File: src/rtl/freq_meter_pkg.sv
// freq_meter_pkg: shared board constants and FSM state encoding for the frequency meter.
//   CLK_HZ      system clock rate on DE0
//   FREQ_CNT_W  default edge-counter / result width
//   state_t     ST_IDLE (not measuring), ST_MEASURE (gate window open)
package freq_meter_pkg;
    localparam int CLK_HZ     = 50_000_000;
    localparam int FREQ_CNT_W = 26;
    typedef enum logic {
        ST_IDLE    = 1'b0,
        ST_MEASURE = 1'b1
    } state_t;
endpackage

File: src/rtl/freq_meter_sync_edge.sv
// sync_edge: multi-flop synchronizer for an asynchronous input plus a rising-edge pulse.
//   CLK   in  system clock
//   RST   in  asynchronous active-high reset
//   d     in  asynchronous level input
//   rise  out one-cycle pulse when the synchronized level goes 0->1
module sync_edge #(
    parameter int STAGES = 2
) (
    input  logic CLK,
    input  logic RST,
    input  logic d,
    output logic rise
);
    logic [STAGES-1:0] sync_q, sync_d;
    logic              prev_q, prev_d;

    always_comb begin
        sync_d = {sync_q[STAGES-2:0], d};
        prev_d = sync_q[STAGES-1];
    end

    always_ff @(posedge CLK or posedge RST) begin
        if (RST) begin
            sync_q <= '0;
            prev_q <= 1'b0;
        end else begin
            sync_q <= sync_d;
            prev_q <= prev_d;
        end
    end

    assign rise = sync_q[STAGES-1] & ~prev_q;
endmodule

File: src/rtl/freq_meter.sv
// freq_meter: counts rising edges of sig_in between consecutive gate_tick pulses.
//   CLK         in  system clock
//   RST         in  asynchronous active-high reset
//   en          in  measurement enable; low aborts the open window and idles
//   gate_tick   in  one-cycle gate pulse (CLK domain)
//   sig_in      in  measured signal, asynchronous to CLK
//   freq_out    out last completed window count (saturating), held between updates
//   freq_valid  out one-cycle strobe when freq_out/overflow update
//   overflow    out last completed window saturated
module freq_meter
    import freq_meter_pkg::*;
#(
    parameter int CNT_W       = FREQ_CNT_W,
    parameter int SYNC_STAGES = 2
) (
    input  logic             CLK,
    input  logic             RST,
    input  logic             en,
    input  logic             gate_tick,
    input  logic             sig_in,
    output logic [CNT_W-1:0] freq_out,
    output logic             freq_valid,
    output logic             overflow
);
    state_t           state_q, state_d;
    logic [CNT_W-1:0] acc_q, acc_d;
    logic             sat_q, sat_d;
    logic [CNT_W-1:0] freq_q, freq_d;
    logic             valid_q, valid_d;
    logic             ovf_q, ovf_d;
    logic             rise;
    logic             full;

    sync_edge #(.STAGES(SYNC_STAGES)) u_sync (
        .CLK  (CLK),
        .RST  (RST),
        .d    (sig_in),
        .rise (rise)
    );

    assign full = &acc_q;

    always_comb begin
        state_d = state_q;
        acc_d   = acc_q;
        sat_d   = sat_q;
        freq_d  = freq_q;
        valid_d = 1'b0;
        ovf_d   = ovf_q;
        if (state_q == ST_IDLE) begin
            acc_d = '0;
            sat_d = 1'b0;
            state_d = (gate_tick && en) ? ST_MEASURE : ST_IDLE;
        end else if (gate_tick) begin
            // A rise landing on the closing tick belongs to the closing window.
            freq_d  = (rise && !full) ? acc_q + CNT_W'(1) : acc_q;
            ovf_d   = sat_q | (rise & full);
            valid_d = 1'b1;
            acc_d   = '0;
            sat_d   = 1'b0;
            state_d = en ? ST_MEASURE : ST_IDLE;
        end else if (!en) begin
            acc_d   = '0;
            sat_d   = 1'b0;
            state_d = ST_IDLE;
        end else if (rise) begin
            acc_d = full ? acc_q : acc_q + CNT_W'(1);
            sat_d = sat_q | full;
        end
    end

    always_ff @(posedge CLK or posedge RST) begin
        if (RST) begin
            state_q <= ST_IDLE;
            acc_q   <= '0;
            sat_q   <= 1'b0;
            freq_q  <= '0;
            valid_q <= 1'b0;
            ovf_q   <= 1'b0;
        end else begin
            state_q <= state_d;
            acc_q   <= acc_d;
            sat_q   <= sat_d;
            freq_q  <= freq_d;
            valid_q <= valid_d;
            ovf_q   <= ovf_d;
        end
    end

    assign freq_out   = freq_q;
    assign freq_valid = valid_q;
    assign overflow   = ovf_q;
endmodule

File: config.mk
export PLATFORM = sky130hd
export DESIGN_NAME = freq_meter
export DESIGN_NICKNAME = d
export VERILOG_FILES = /design/src/rtl/freq_meter_pkg.sv /design/src/rtl/freq_meter_sync_edge.sv /design/src/rtl/freq_meter.sv
export SDC_FILE = /design/constraint.sdc
export NUM_CORES = 1
export LEC_CHECK = 0
export BUFFER_PORTS_ARGS = -buffer_cell sky130_fd_sc_hd__buf_2
export CAP_MARGIN = 0
export CORE_MARGIN = 2
export CORE_UTILIZATION = 50
export CTS_CLUSTER_DIAMETER = 80
export DETAILED_ROUTE_END_ITERATION = 16
export GPL_TIMING_DRIVEN = 0
export PLACE_DENSITY_LB_ADDON = 0.2
export SLEW_MARGIN = 20
export SYNTH_ARGS = -nofsm -noshare
export SYNTH_HDL_FRONTEND = slang
export SYNTH_HIERARCHICAL = 1
export SYNTH_SLANG_ARGS = --single-unit
File: constraint.sdc
create_clock -name CLK -period 5.6 [get_ports CLK]
set_clock_uncertainty 0.1 [all_clocks]
set_input_delay 0.28 -clock CLK [delete_from_list [all_inputs] [get_ports CLK]]
set_output_delay 0.28 -clock CLK [all_outputs]
set_load 0.02 [all_outputs]
; Word level (Yosys, flattened, before mapping)
; Index checks and enable logic that the tools add are counted.
[op_classes]
muxes = 15
bitwise = 5
reduce_logical = 6
n_addsub = 1
eq_ne = 2
[ops]
columns = cell, n
row1 = $mux W26, 6
row2 = $add A26 B1 Y26 const B, 1
row3 = $reduce_and A26 Y1, 1
row4 = $mux W1, 9
row5 = $ne A4 B3 Y1 const B, 1
row6 = $ne A4 B4 Y1 const B, 1
row7 = $reduce_and A2 Y1, 2
row8 = $and A1 B1 Y1, 2
row9 = $logic_and A1 B1 Y1, 2
row10 = $or A1 B1 Y1, 2
row11 = $logic_not A1 Y1, 1
row12 = $not A1 Y1, 1
[word_totals]
register_bits = 59
out_inout_bits = 28

; Logic depth before layout (Yosys ltp)
; Gate-level depths: netlist of the first run.
[depth]
depth_word = 6
mapped_depth = 7
mapped_depth_nobuf = 6

; By module
; The synthesis of the first run kept the hierarchy.
[by_module_without_submodules]
columns = mod, area_each_um2, cells_each, n_inst, seq_area_each_um2
row1 = freq_meter, 2487.4, 245, 1, 1401.3
row2 = sync_edge, 92.6, 5, 1, 75.1

; Least setup slack after synthesis of the first run
; Ideal clock, no wire load.
[synth_timing]
path_type = reg-to-reg
startpoint = register u_sync.prev_q
endpoint = register freq_q[19], in the netlist freq_out[19]
path_stages_with_launch = 8
slack_ps = 3559
n_path_buf = 1
t_arrival_ps = 1859
period_less_slack_ps = 2041
setup_ps = 82
t_required_ps = 5418
path_cell_list = dfrtp_1 > nor2b_4 > nand3_1 > or3_1 > buf_6 > a211o_1 > or3_1 > a31oi_1
[synth_via]
elab_chain_len = 4
[synth_rtl]
columns = item, line
row1 = from (decl), freq_meter_sync_edge.sv:15  ; logic prev_q, prev_d;
row2 = from (signal assigned), freq_meter_sync_edge.sv:28  ; prev_q <= prev_d;
row3 = $not A1 Y1, freq_meter_sync_edge.sv:32  ; assign rise = sync_q[STAGES-1] & ~prev_q;
row4 = $and A1 B1 Y1, freq_meter_sync_edge.sv:32
row5 = via rise, freq_meter.sv:31  ; logic rise;
row6 = $logic_and A1 B1 Y1, freq_meter.sv:56  ; freq_d = (rise && !full) ? acc_q + CNT_W'(1) : acc_q;
row7 = $mux W26, freq_meter.sv:56
row8 = to (signal assigned), freq_meter.sv:84  ; freq_q <= freq_d;
row9 = to (decl), freq_meter.sv:28  ; logic [CNT_W-1:0] freq_q, freq_d;
; The timed path passes the listed nets, and every way through them passes these cells.
; A chain may end at the register's enable or synchronous reset.

; Final worst setup path of the first run
[layout_timing]
startpoint = register acc_q[0]
endpoint = register freq_q[17], in the netlist freq_out[17]
[layout_via]
elab_chain_len = 4
word_cells_on_any_way = 5
classes_between = add/sub (1) / mux (1) / reduce/logical (3)
[layout_rtl]
columns = item, line
row1 = from (decl), freq_meter.sv:26  ; logic [CNT_W-1:0] acc_q, acc_d;
row2 = from (signal assigned), freq_meter.sv:75  ; acc_q <= '0;
row3 = from (signal assigned), freq_meter.sv:82  ; acc_q <= acc_d;
row4 = branches (longest 3 deep; another with $add A26 B1 Y26), -
row5 = $mux W26 (*), freq_meter.sv:56
; Mark *: on every way between the ends.

==> results.cfg, run 1 <==
[run_status]
status = finished clean

[layout]
finish.utilization_pct = 60.1
share_of_cells_above_drive_strength_1_pct = 19.4
leading_cell_type_in_the_layout_fill_and_taps_excluded = sky130_fd_sc_hd__dfrtp_1
instances_no_fill = 369
num_antenna_cells = 0
syn_to_final_growth_pct = 17.4
design.final.nets = 301
mostFrequentLayoutCells = sky130_fd_sc_hd__dfrtp_1, sky130_fd_sc_hd__buf_2, sky130_fd_sc_hd__nand2_1, sky130_fd_sc_hd__nor2_1, sky130_fd_sc_hd__o21ai_0

[placement]
place.detailed.hpwl_um = 3510
finalWeightedCongestion = 0.796
number_of_cells_after_detailed_placement = 352
port_buffers = 32

[grt]
antenna_found_initial = 0
globalRoute.totalOverflow = 0
grt_max_degree = 57
grt_pass1_wl_um = 8200
track_usage_pct = 19.8
grt_pass1_vias = 1710

[timing]
finalCriticalPeriod_ps = 2380
portion_of_the_clock_cycle_consumed_by_the_worst_path_in_the_final_layout_pct = 42.6
hold_viol = 0
timing.max_slew.rel_slack_pct = 38.9
rsz_0062_raised_after_global_routing = false
timing_worst_slew_pin_value_ps = 910
maxClockFrequency_mhz = 419
final-max-slew-violation-count = 0
final-setup-viol-count = 0
finalSetupTns_ps = 0

[cts]
clk_transition_reported_paths_ps = 60
hold_buffers = 2
cts_made_buffers = 9
cts_tree = built
clockRootBuffer = sky130_fd_sc_hd__clkbuf_8
max-clock-path-buffers = 2
clk_latency_ps = 340
cts.repair.resized = 0
cts_setup_buffers = 0
clock_sink_total = 59
cts_htree_levels = 3

[yosys]
synth_cell_types = 40
ffs_w_async_s_r_synth_pct = 100
synth.top_cell.area_share_pct = 57.2
synthesis.area_per_instance_um2 = 10.3
synthCells = 250
synth.area.top_cells = sky130_fd_sc_hd__dfrtp_1, sky130_fd_sc_hd__o21ai_0, sky130_fd_sc_hd__nand2_1
synth.yosys.seq_area_share_pct = 57.2
yosysTopAreaCell = sky130_fd_sc_hd__dfrtp_1
yosys_register_bits = 59
most_common_flop_cell_mapped_by_yosys = sky130_fd_sc_hd__dfrtp_1
synth-edff-count = 0
postSynthNetCount = 256
ys.warnings.count = 6
syn-cell-area_um2 = 2580

[die]
dieHeight_um = 75.8
die-area_um2 = 5750
io_pins = 33
die_width_um = 75.8
floorplan.core_area_um2 = 5040
rows = 26
start_util_pct = 51.2

[critical_path]
worst-endpoint-arrival_ps = 2490
worst_ep_required_time_ps = 5710
worstPathMaxFanout = 8
cp-start-kind = flop
path_class = reg2reg
worstSetupEndpointType = flop

[power_and_ir_drop]
power.density_cell_area_nw_per_um2 = 282
vdd_ir_drop_max_uv = 159
total_leakage_power_nw = 1.35

[route]
post_detailed_route_count_of_antenna_violating_nets = 0
via_total_after_detailed_routing = 1945
routed_wl_um = 5150
drt_first_pass_iters = 4
detail_route.iter0.violations = 89
post_drt_wl_per_cell_um = 14.0
via_per_inst = 5.27
drc_errors = 0

[worst_hold_path]
type_of_the_tightest_min_delay_check = in2reg

[flow_run]
maxCapViolations = 0
path summary, 6_finish.rpt:
kind	from	to	slack [ps]	depth (start not counted)
setup / recovery	acc_q[0]$_DFFE_PP0P_	freq_out[17]$_DFFE_PP0P_	3220	6
hold / removal	en	state_q$_DFF_PP0_	60	2
setup reg to reg	acc_q[0]$_DFFE_PP0P_	freq_out[17]$_DFFE_PP0P_	3220	6
hold reg to reg	u_sync/sync_q[0]$_DFF_PP0_	u_sync/sync_q[1]$_DFF_PP0_	260	0
max in group asynchronous	RST	acc_q[14]$_DFFE_PP0P_	4450	3
min in group asynchronous	RST	u_sync/sync_q[0]$_DFF_PP0_	270	3
state kept, by name, indices dropped and copies added (netlist names):
signal,count
overflow,1
acc_q,26
freq_out,26
u_sync/sync_q,2
state_q,1
u_sync/prev_q,1
sat_q,1
freq_valid,1
worst max-delay path: stages, from the launching register on:
cell and delay [ps]:
sky130_fd_sc_hd__dfrtp_1 390, sky130_fd_sc_hd__ha_1 190, sky130_fd_sc_hd__nand2_1 180, sky130_fd_sc_hd__nor3_1 790, sky130_fd_sc_hd__a211o_1 270, sky130_fd_sc_hd__xor2_1 230, sky130_fd_sc_hd__o21ai_0 110
power by group:
part           switching, W  total [W]  internal [W]  leakage [nW]
sequential       0.00000533   0.000443      0.000438         0.800
clock              0.000161   0.000354      0.000193        0.0953
combinational     0.0000393  0.0000562     0.0000169         0.449
total              0.000206   0.000853      0.000647          1.35
per-layer routing:
metal | share of wire, % | up-vias | GRT usage (%)
li1 | - | 963 | -
met1 | 48 | 935 | 26.7
met2 | 46 | 33 | 29.0
met3 | 4.2 | 14 | 6.48
met4 | 2.0 | 0 | 8.77
met5 | 0 | - | 0
kinds of logic after synthesis:
kind of cell,count (synthesis),share of synthesized area (%)
AOI/OAI and AO/OA,53,13.1
xor gates and xnor gates,18,6.11
adders and majority gates,1,0.485
buffers and inverters,17,3.10
DFF,59,57.2
muxes,3,1.16
and+or+nand+nor,99,18.8
Yosys cell counts (2+ instances only):
master / instances
sky130_fd_sc_hd__a211oi_1: 3
sky130_fd_sc_hd__a21oi_1: 8
sky130_fd_sc_hd__a31oi_1: 6
sky130_fd_sc_hd__and3_1: 3
sky130_fd_sc_hd__and4_1: 4
sky130_fd_sc_hd__buf_6: 2
sky130_fd_sc_hd__clkbuf_1: 7
sky130_fd_sc_hd__dfrtp_1: 59
sky130_fd_sc_hd__inv_1: 7
sky130_fd_sc_hd__mux2i_1: 3
sky130_fd_sc_hd__nand2_1: 31
sky130_fd_sc_hd__nand3_1: 7
sky130_fd_sc_hd__nand4_1: 4
sky130_fd_sc_hd__nor2_1: 30
sky130_fd_sc_hd__nor3_1: 2
sky130_fd_sc_hd__nor4_1: 3
sky130_fd_sc_hd__o211ai_1: 3
sky130_fd_sc_hd__o21ai_0: 24
sky130_fd_sc_hd__o31ai_1: 2
sky130_fd_sc_hd__or2_2: 2
sky130_fd_sc_hd__or3_1: 4
sky130_fd_sc_hd__or4_1: 2
sky130_fd_sc_hd__xnor2_1: 9
sky130_fd_sc_hd__xor2_1: 9
metrics by stage:
stage          instance area, um^2  hold slack [ps]  power, W  setup WS [ps]
3_5_place_dp                  2830             79.1  0.000507           3240
5_1_grt                       3030             62.9  0.000883           2970
4_1_cts                       3030             55.3  0.000858           3210
3_3_place_gp                  2830             56.3  0.000506           3170
2_1_floorplan                 2580            -66.4  0.000488           3560
6_report                      3030             60.2  0.000853           3220
area by class of cell:
cell class                 count  area [um^2]
sequential                    59         1480
buffer                        10         53.8
timing repair buffer          34          180
inverter                       7         28.8
tap                           70         87.6
fill                         447         2010
clock buffer                  13          169
clock inverter                 2         10.0
multi-input combinational    174         1020
(Power assumes the default switching activity.)
==> run 2: changes to the inputs <==
Clock period 5.6 ns to 2.15 ns, I/O delays scaled along.
==> run 2 against run 1 <==
Compared with the run above: critical path depth did not move; sequential cell count did not move; sequential share of layout area fell by 2.3 points; combinational power rose to 2.8 times the previous value; fmax rose by 14%; power rose to 2.6 times the previous value; die area did not move; wire length rose by 2.8%; worst setup slack got worse by 3100 ps; largest cell class unchanged.
==> results.cfg, run 2 (synthesis results as in run 1) <==
[run_status]
status = finished clean

[timing]
maxClockFrequency_mhz = 480
final.hold.worst_slack_ps = 97.0
hold_viol = 0
timing.max_slew.rel_slack_pct = 55.4
portion_of_the_clock_cycle_consumed_by_the_worst_path_in_the_final_layout_pct = 96.9
finalCriticalPeriod_ps = 2080
final-setup-viol-count = 0
finalSetupTns_ps = 0
timing_worst_slew_pin_value_ps = 669
final-max-slew-violation-count = 0

[route]
drt_first_pass_iters = 4
routed_wl_um = 5300
detail_route.iter0.violations = 87
drc_errors = 0
via_total_after_detailed_routing = 1972
via_per_inst = 5.26
post_drt_wl_per_cell_um = 14.1
post_detailed_route_count_of_antenna_violating_nets = 0

[placement]
finalWeightedCongestion = 0.796
place.detailed.hpwl_um = 3510
port_buffers = 32
placed_area_um2 = 2830

[cts]
cts_htree_levels = 3
cts_tree = built
clk_transition_reported_paths_ps = 60
clk_latency_ps = 340
cts_made_buffers = 9
clock_sink_total = 59
max-clock-path-buffers = 2
clockRootBuffer = sky130_fd_sc_hd__clkbuf_8

[grt]
track_usage_pct = 19.9
grt_pass1_wl_um = 8290
grt_max_degree = 57
globalRoute.totalOverflow = 0
antenna_found_initial = 0
grt_pass1_vias = 1727

[layout]
num_antenna_cells = 0
finish.utilization_pct = 63.2
leading_cell_type_in_the_layout_fill_and_taps_excluded = sky130_fd_sc_hd__dfrtp_1
mostFrequentLayoutCells = sky130_fd_sc_hd__dfrtp_1, sky130_fd_sc_hd__buf_2, sky130_fd_sc_hd__nand2_1, sky130_fd_sc_hd__nor2_1, sky130_fd_sc_hd__o21ai_0
share_of_cells_above_drive_strength_1_pct = 25.2
design.final.nets = 307
design_area_um2 = 3180
syn_to_final_growth_pct = 23.4

[critical_path]
worst_path_dominant_cell_family = simple AND/OR/NAND/NOR gates
path_class = reg2reg
critPathMostFrequentCell = sky130_fd_sc_hd__or3_4
timing.critical_path.buf_inv = 0
worstSetupEndpointType = flop
worst_ep_required_time_ps = 2320
worst_path_max_delay_cell = sky130_fd_sc_hd__or3_4
worst-endpoint-arrival_ps = 2250
cp_cell_instances = nor2b_4, nand3_2, or3_4, a211o_1, or3_4, a31oi_4
cp-start-kind = flop
worstPathMaxFanout = 8
cp_slowest_stage_delay_ps = 410

[die]
start_util_pct = 51.2
die_width_um = 75.8
die-area_um2 = 5750
io_pins = 33
rows = 26
dieHeight_um = 75.8
floorplan.core_area_um2 = 5040

[flow_run]
maxCapViolations = 0

[power_and_ir_drop]
total_leakage_power_nw = 1.43
power.density_cell_area_nw_per_um2 = 702
vdd_ir_drop_max_uv = 415

[worst_hold_path]
type_of_the_tightest_min_delay_check = in2async
-- run 2: cell types whose count changed in the layout (fill, tap and decap cells not counted), sizes merged --
cell / change
clkbuf: -1
dlygate4sd3: +2
buf: +5
-- run 2: worst paths after layout --
path,from,endpoint,slack [ps],depth (start not counted)
setup / recovery,u_sync/prev_q$_DFF_PP0_,freq_out[19]$_DFFE_PP0P_,70,6
hold / removal,RST,u_sync/sync_q[0]$_DFF_PP0_,100,3
min in group CLK,gate_tick,acc_q[19]$_DFFE_PP0P_,190,3
setup reg to reg,u_sync/prev_q$_DFF_PP0_,freq_out[19]$_DFFE_PP0P_,70,6
hold reg to reg,u_sync/sync_q[0]$_DFF_PP0_,u_sync/sync_q[1]$_DFF_PP0_,260,0
max in group asynchronous,RST,acc_q[4]$_DFFE_PP0P_,1140,3
-- run 2: worst min-delay path, stage by stage --
cell and delay [ps]:
sky130_fd_sc_hd__dlygate4sd3_1 530, sky130_fd_sc_hd__buf_2 140, sky130_fd_sc_hd__inv_1 100
-- run 2: stage by stage --
step                worst slack [ps]  std cells  total power, W
global placement                -197        352         0.00132
CTS                             -179        372         0.00224
detailed placement              -210        352         0.00132
finish                          66.3        375         0.00223
global route                  -0.281        375         0.00232
floorplan                        109        250         0.00127
-- run 2: report_power, final --
part	switching [W]	total [W]	internal [W]
Sequential	0.0000139	0.00115	0.00114
Combinational	0.000107	0.000160	0.0000537
Clock	0.000418	0.000920	0.000502
-- run 2: routing by layer --
metal / up-vias / wire [um] / share of wire, % / track usage [%]
met4: 0 / 114 / 2.2 / 8.77
met1: 942 / 2520 / 48 / 26.9
met2: 35 / 2440 / 46 / 29.4
met5: - / 0 / 0 / 0
li1: 978 / - / - / -
met3: 17 / 221 / 4.2 / 6.48
-- run 2: area by class of cell --
| type | count | area (um^2) |
|---|---|---|
| clock buffers | 13 | 169 |
| plain buffers | 8 | 45.0 |
| clock inverters | 2 | 10.0 |
| flip-flops and latches | 59 | 1480 |
| repair buffers | 42 | 245 |
| fillers | 428 | 1860 |
| inverters | 7 | 28.8 |
| multi-input cells | 174 | 1120 |
| well taps | 70 | 87.6 |
-- run 2: timing repair --
action                                 in CTS  in global routing
setup endpoints to repair                  47                 49
buffers inserted                            1                  5
pin swaps                                   1                  8
hold buffers                                4                  0
gates resized for setup                     4                 20
endpoints found under the hold margin      61                  0
==> run 3: changes to the inputs <==
Settings changed: CTS_BUF_LIST set to sky130_fd_sc_hd__clkbuf_4, SYNTH_HIERARCHICAL 1 to not set.
==> run 3 against run 2 <==
Compared with the run above: global-route usage grew 0.18 points; critical path depth is the same; first-iteration DRC count grew 41%; core utilization grew 0.64 points; largest power group unchanged; sequential power is essentially flat.
==> results.cfg, run 3 <==
[run_status]
status = finished clean

[timing]
maxClockFrequency_mhz = 480
rsz_0062_raised_after_global_routing = true
timing.max_slew.rel_slack_pct = 53.4
finalSetupTns_ps = 0
portion_of_the_clock_cycle_consumed_by_the_worst_path_in_the_final_layout_pct = 96.9
timing_worst_slew_pin_value_ps = 700
final-max-slew-violation-count = 0
finalCriticalPeriod_ps = 2080
hold_viol = 0
final.hold.worst_slack_ps = 108
final-setup-viol-count = 0

[grt]
grt_pass1_vias = 1878
track_usage_pct = 20.1
grt_max_degree = 60
grt_pass1_wl_um = 9090
globalRoute.totalOverflow = 0
antenna_found_initial = 0

[cts]
cts_tree = built
cts_made_buffers = 9
clockRootBuffer = sky130_fd_sc_hd__clkbuf_4
max-clock-path-buffers = 2
cts_htree_levels = 3
clk_latency_ps = 390
clk_transition_reported_paths_ps = 90
clock_sink_total = 59

[yosys]
ffs_w_async_s_r_synth_pct = 100
postSynthNetCount = 258
most_common_flop_cell_mapped_by_yosys = sky130_fd_sc_hd__dfrtp_1
synth.area.top_cells = sky130_fd_sc_hd__dfrtp_1, sky130_fd_sc_hd__xnor2_1, sky130_fd_sc_hd__nand2_1
synthesis.area_per_instance_um2 = 10.4
synth.top_cell.area_share_pct = 56.1
ys.warnings.count = 0
yosys_register_bits = 59
yosysTopAreaCell = sky130_fd_sc_hd__dfrtp_1
post-synth-top-count-cell = sky130_fd_sc_hd__dfrtp_1
synth_cell_types = 35
syn-cell-area_um2 = 2630
synth.yosys.seq_area_share_pct = 56.1
synth-edff-count = 0
synthCells = 252
synthTopCellsByCount = sky130_fd_sc_hd__dfrtp_1, sky130_fd_sc_hd__nand2_1, sky130_fd_sc_hd__nor2_1

[die]
die_width_um = 76.5
rows = 26
start_util_pct = 51.5
io_pins = 33
floorplan.core_area_um2 = 5110
dieHeight_um = 76.5
die-area_um2 = 5860

[critical_path]
worstSetupEndpointType = flop
worst_ep_required_time_ps = 2320
cp-start-kind = flop
worst-endpoint-arrival_ps = 2250
worstPathMaxFanout = 8
path_class = reg2reg

[layout]
nFillCells = 421
mostFrequentLayoutCells = sky130_fd_sc_hd__dfrtp_1, sky130_fd_sc_hd__nand2_1, sky130_fd_sc_hd__buf_2, sky130_fd_sc_hd__nor2_1, sky130_fd_sc_hd__o21ai_0
multi_input_area_um2 = 1180
share_of_cells_above_drive_strength_1_pct = 29.7
design.final.nets = 319
leading_cell_type_in_the_layout_fill_and_taps_excluded = sky130_fd_sc_hd__dfrtp_1
num_antenna_cells = 0
finish.utilization_pct = 63.8
syn_to_final_growth_pct = 23.9
area.sequential_um2 = 1480

[route]
drt_first_pass_iters = 4
via_total_after_detailed_routing = 2019
via_per_inst = 5.22
drc_errors = 0
post_detailed_route_count_of_antenna_violating_nets = 0
detail_route.iter0.violations = 123
routed_wl_um = 5590
post_drt_wl_per_cell_um = 14.5

[flow_run]
maxCapViolations = 0

[placement]
place.detailed.hpwl_um = 3600
finalWeightedCongestion = 0.807
port_buffers = 32

[power_and_ir_drop]
power.density_cell_area_nw_per_um2 = 565
vdd_ir_drop_max_uv = 362
total_leakage_power_nw = 1.41

[worst_hold_path]
type_of_the_tightest_min_delay_check = in2reg
## run 3: cell count changes after synthesis, moves of 4 or more
cell / before / now
sky130_fd_sc_hd__a2111oi_0: 0 / 5
sky130_fd_sc_hd__a31oi_1: 6 / 2
sky130_fd_sc_hd__nand4_1: 4 / 8
sky130_fd_sc_hd__nor4_1: 3 / 7
sky130_fd_sc_hd__xnor2_1: 9 / 20
sky130_fd_sc_hd__xor2_1: 9 / 3
## run 3: worst max-delay path, stage by stage (launching register included)
cell and delay (ps):
sky130_fd_sc_hd__dfrtp_1 420, sky130_fd_sc_hd__nand4_4 130, sky130_fd_sc_hd__or4b_4 530, sky130_fd_sc_hd__buf_6 170
sky130_fd_sc_hd__a2111oi_4 330, sky130_fd_sc_hd__xnor2_1 180, sky130_fd_sc_hd__o21ai_1 100
## run 3: cells by family after synthesis
kind of cell,after synthesis,synth area share (%)
and+or+nand+nor,101,19.5
DFF,59,56.1
AOI/OAI and AO/OA,47,12.1
xor gates and xnor gates,23,7.66
buffers and inverters,19,3.38
muxes,2,0.761
adders and majority gates,1,0.476
## run 3: what timing repair did
item                                   4_1_cts  5_1_grt
pin swaps                                    0        5
hold buffers                                 4        0
setup endpoints to repair                   40       44
resized for setup                           10       30
cloned                                       0        1
setup buffers                                0       14
endpoints found under the hold margin       61        0
## run 3: final timing paths
path / start / endpoint / slack, ps / depth (start not counted)
min in group asynchronous: RST / u_sync.sync_q[0]$_DFF_PP0_ / 270 / 3
worst max register to register: acc_q[6]$_DFFE_PP0P_ / freq_out[13]$_DFFE_PP0P_ / 70 / 6
max in group asynchronous: RST / acc_q[5]$_DFFE_PP0P_ / 1170 / 3
worst max-delay path: acc_q[6]$_DFFE_PP0P_ / freq_out[13]$_DFFE_PP0P_ / 70 / 6
worst min-delay path: gate_tick / freq_valid$_DFF_PP0_ / 110 / 3
worst min register to register: u_sync.sync_q[0]$_DFF_PP0_ / u_sync.sync_q[1]$_DFF_PP0_ / 260 / 0
## run 3: final cells by class
class	instances	area share, %
clock buffer	10	2.30
tap	70	2.69
clock inverter	5	0.653
multi-input combinational	174	36.2
timing repair buffer	51	9.72
sequential	59	45.5
buffer	11	2.00
inverter	7	0.883
## run 3: routing by layer
metal,wire length [um],share of wire (%),global-route usage (%),vias to the layer above
li1,-,-,-,987
met1,2690,48,27.6,988
met2,2580,46,29.5,34
met3,209,3.7,6.40,10
met4,109,1.9,8.55,0
met5,0,0,0,-
## run 3: where the power goes
group          switching [W]  internal [W]
clock               0.000373      0.000229
combinational      0.0000751     0.0000314
sequential        0.00000798       0.00112
## run 3: stage by stage
stage               power (W)  setup WS [ps]  instances  instance area [um^2]
floorplan             0.00121           91.2        252                  2630
global placement      0.00124           -219        354                  2880
detailed placement    0.00125           -117        354                  2880
CTS                   0.00186          -1.18        372                  3040
global route          0.00192          -27.3        387                  3260
finish                0.00184           65.7        387                  3260
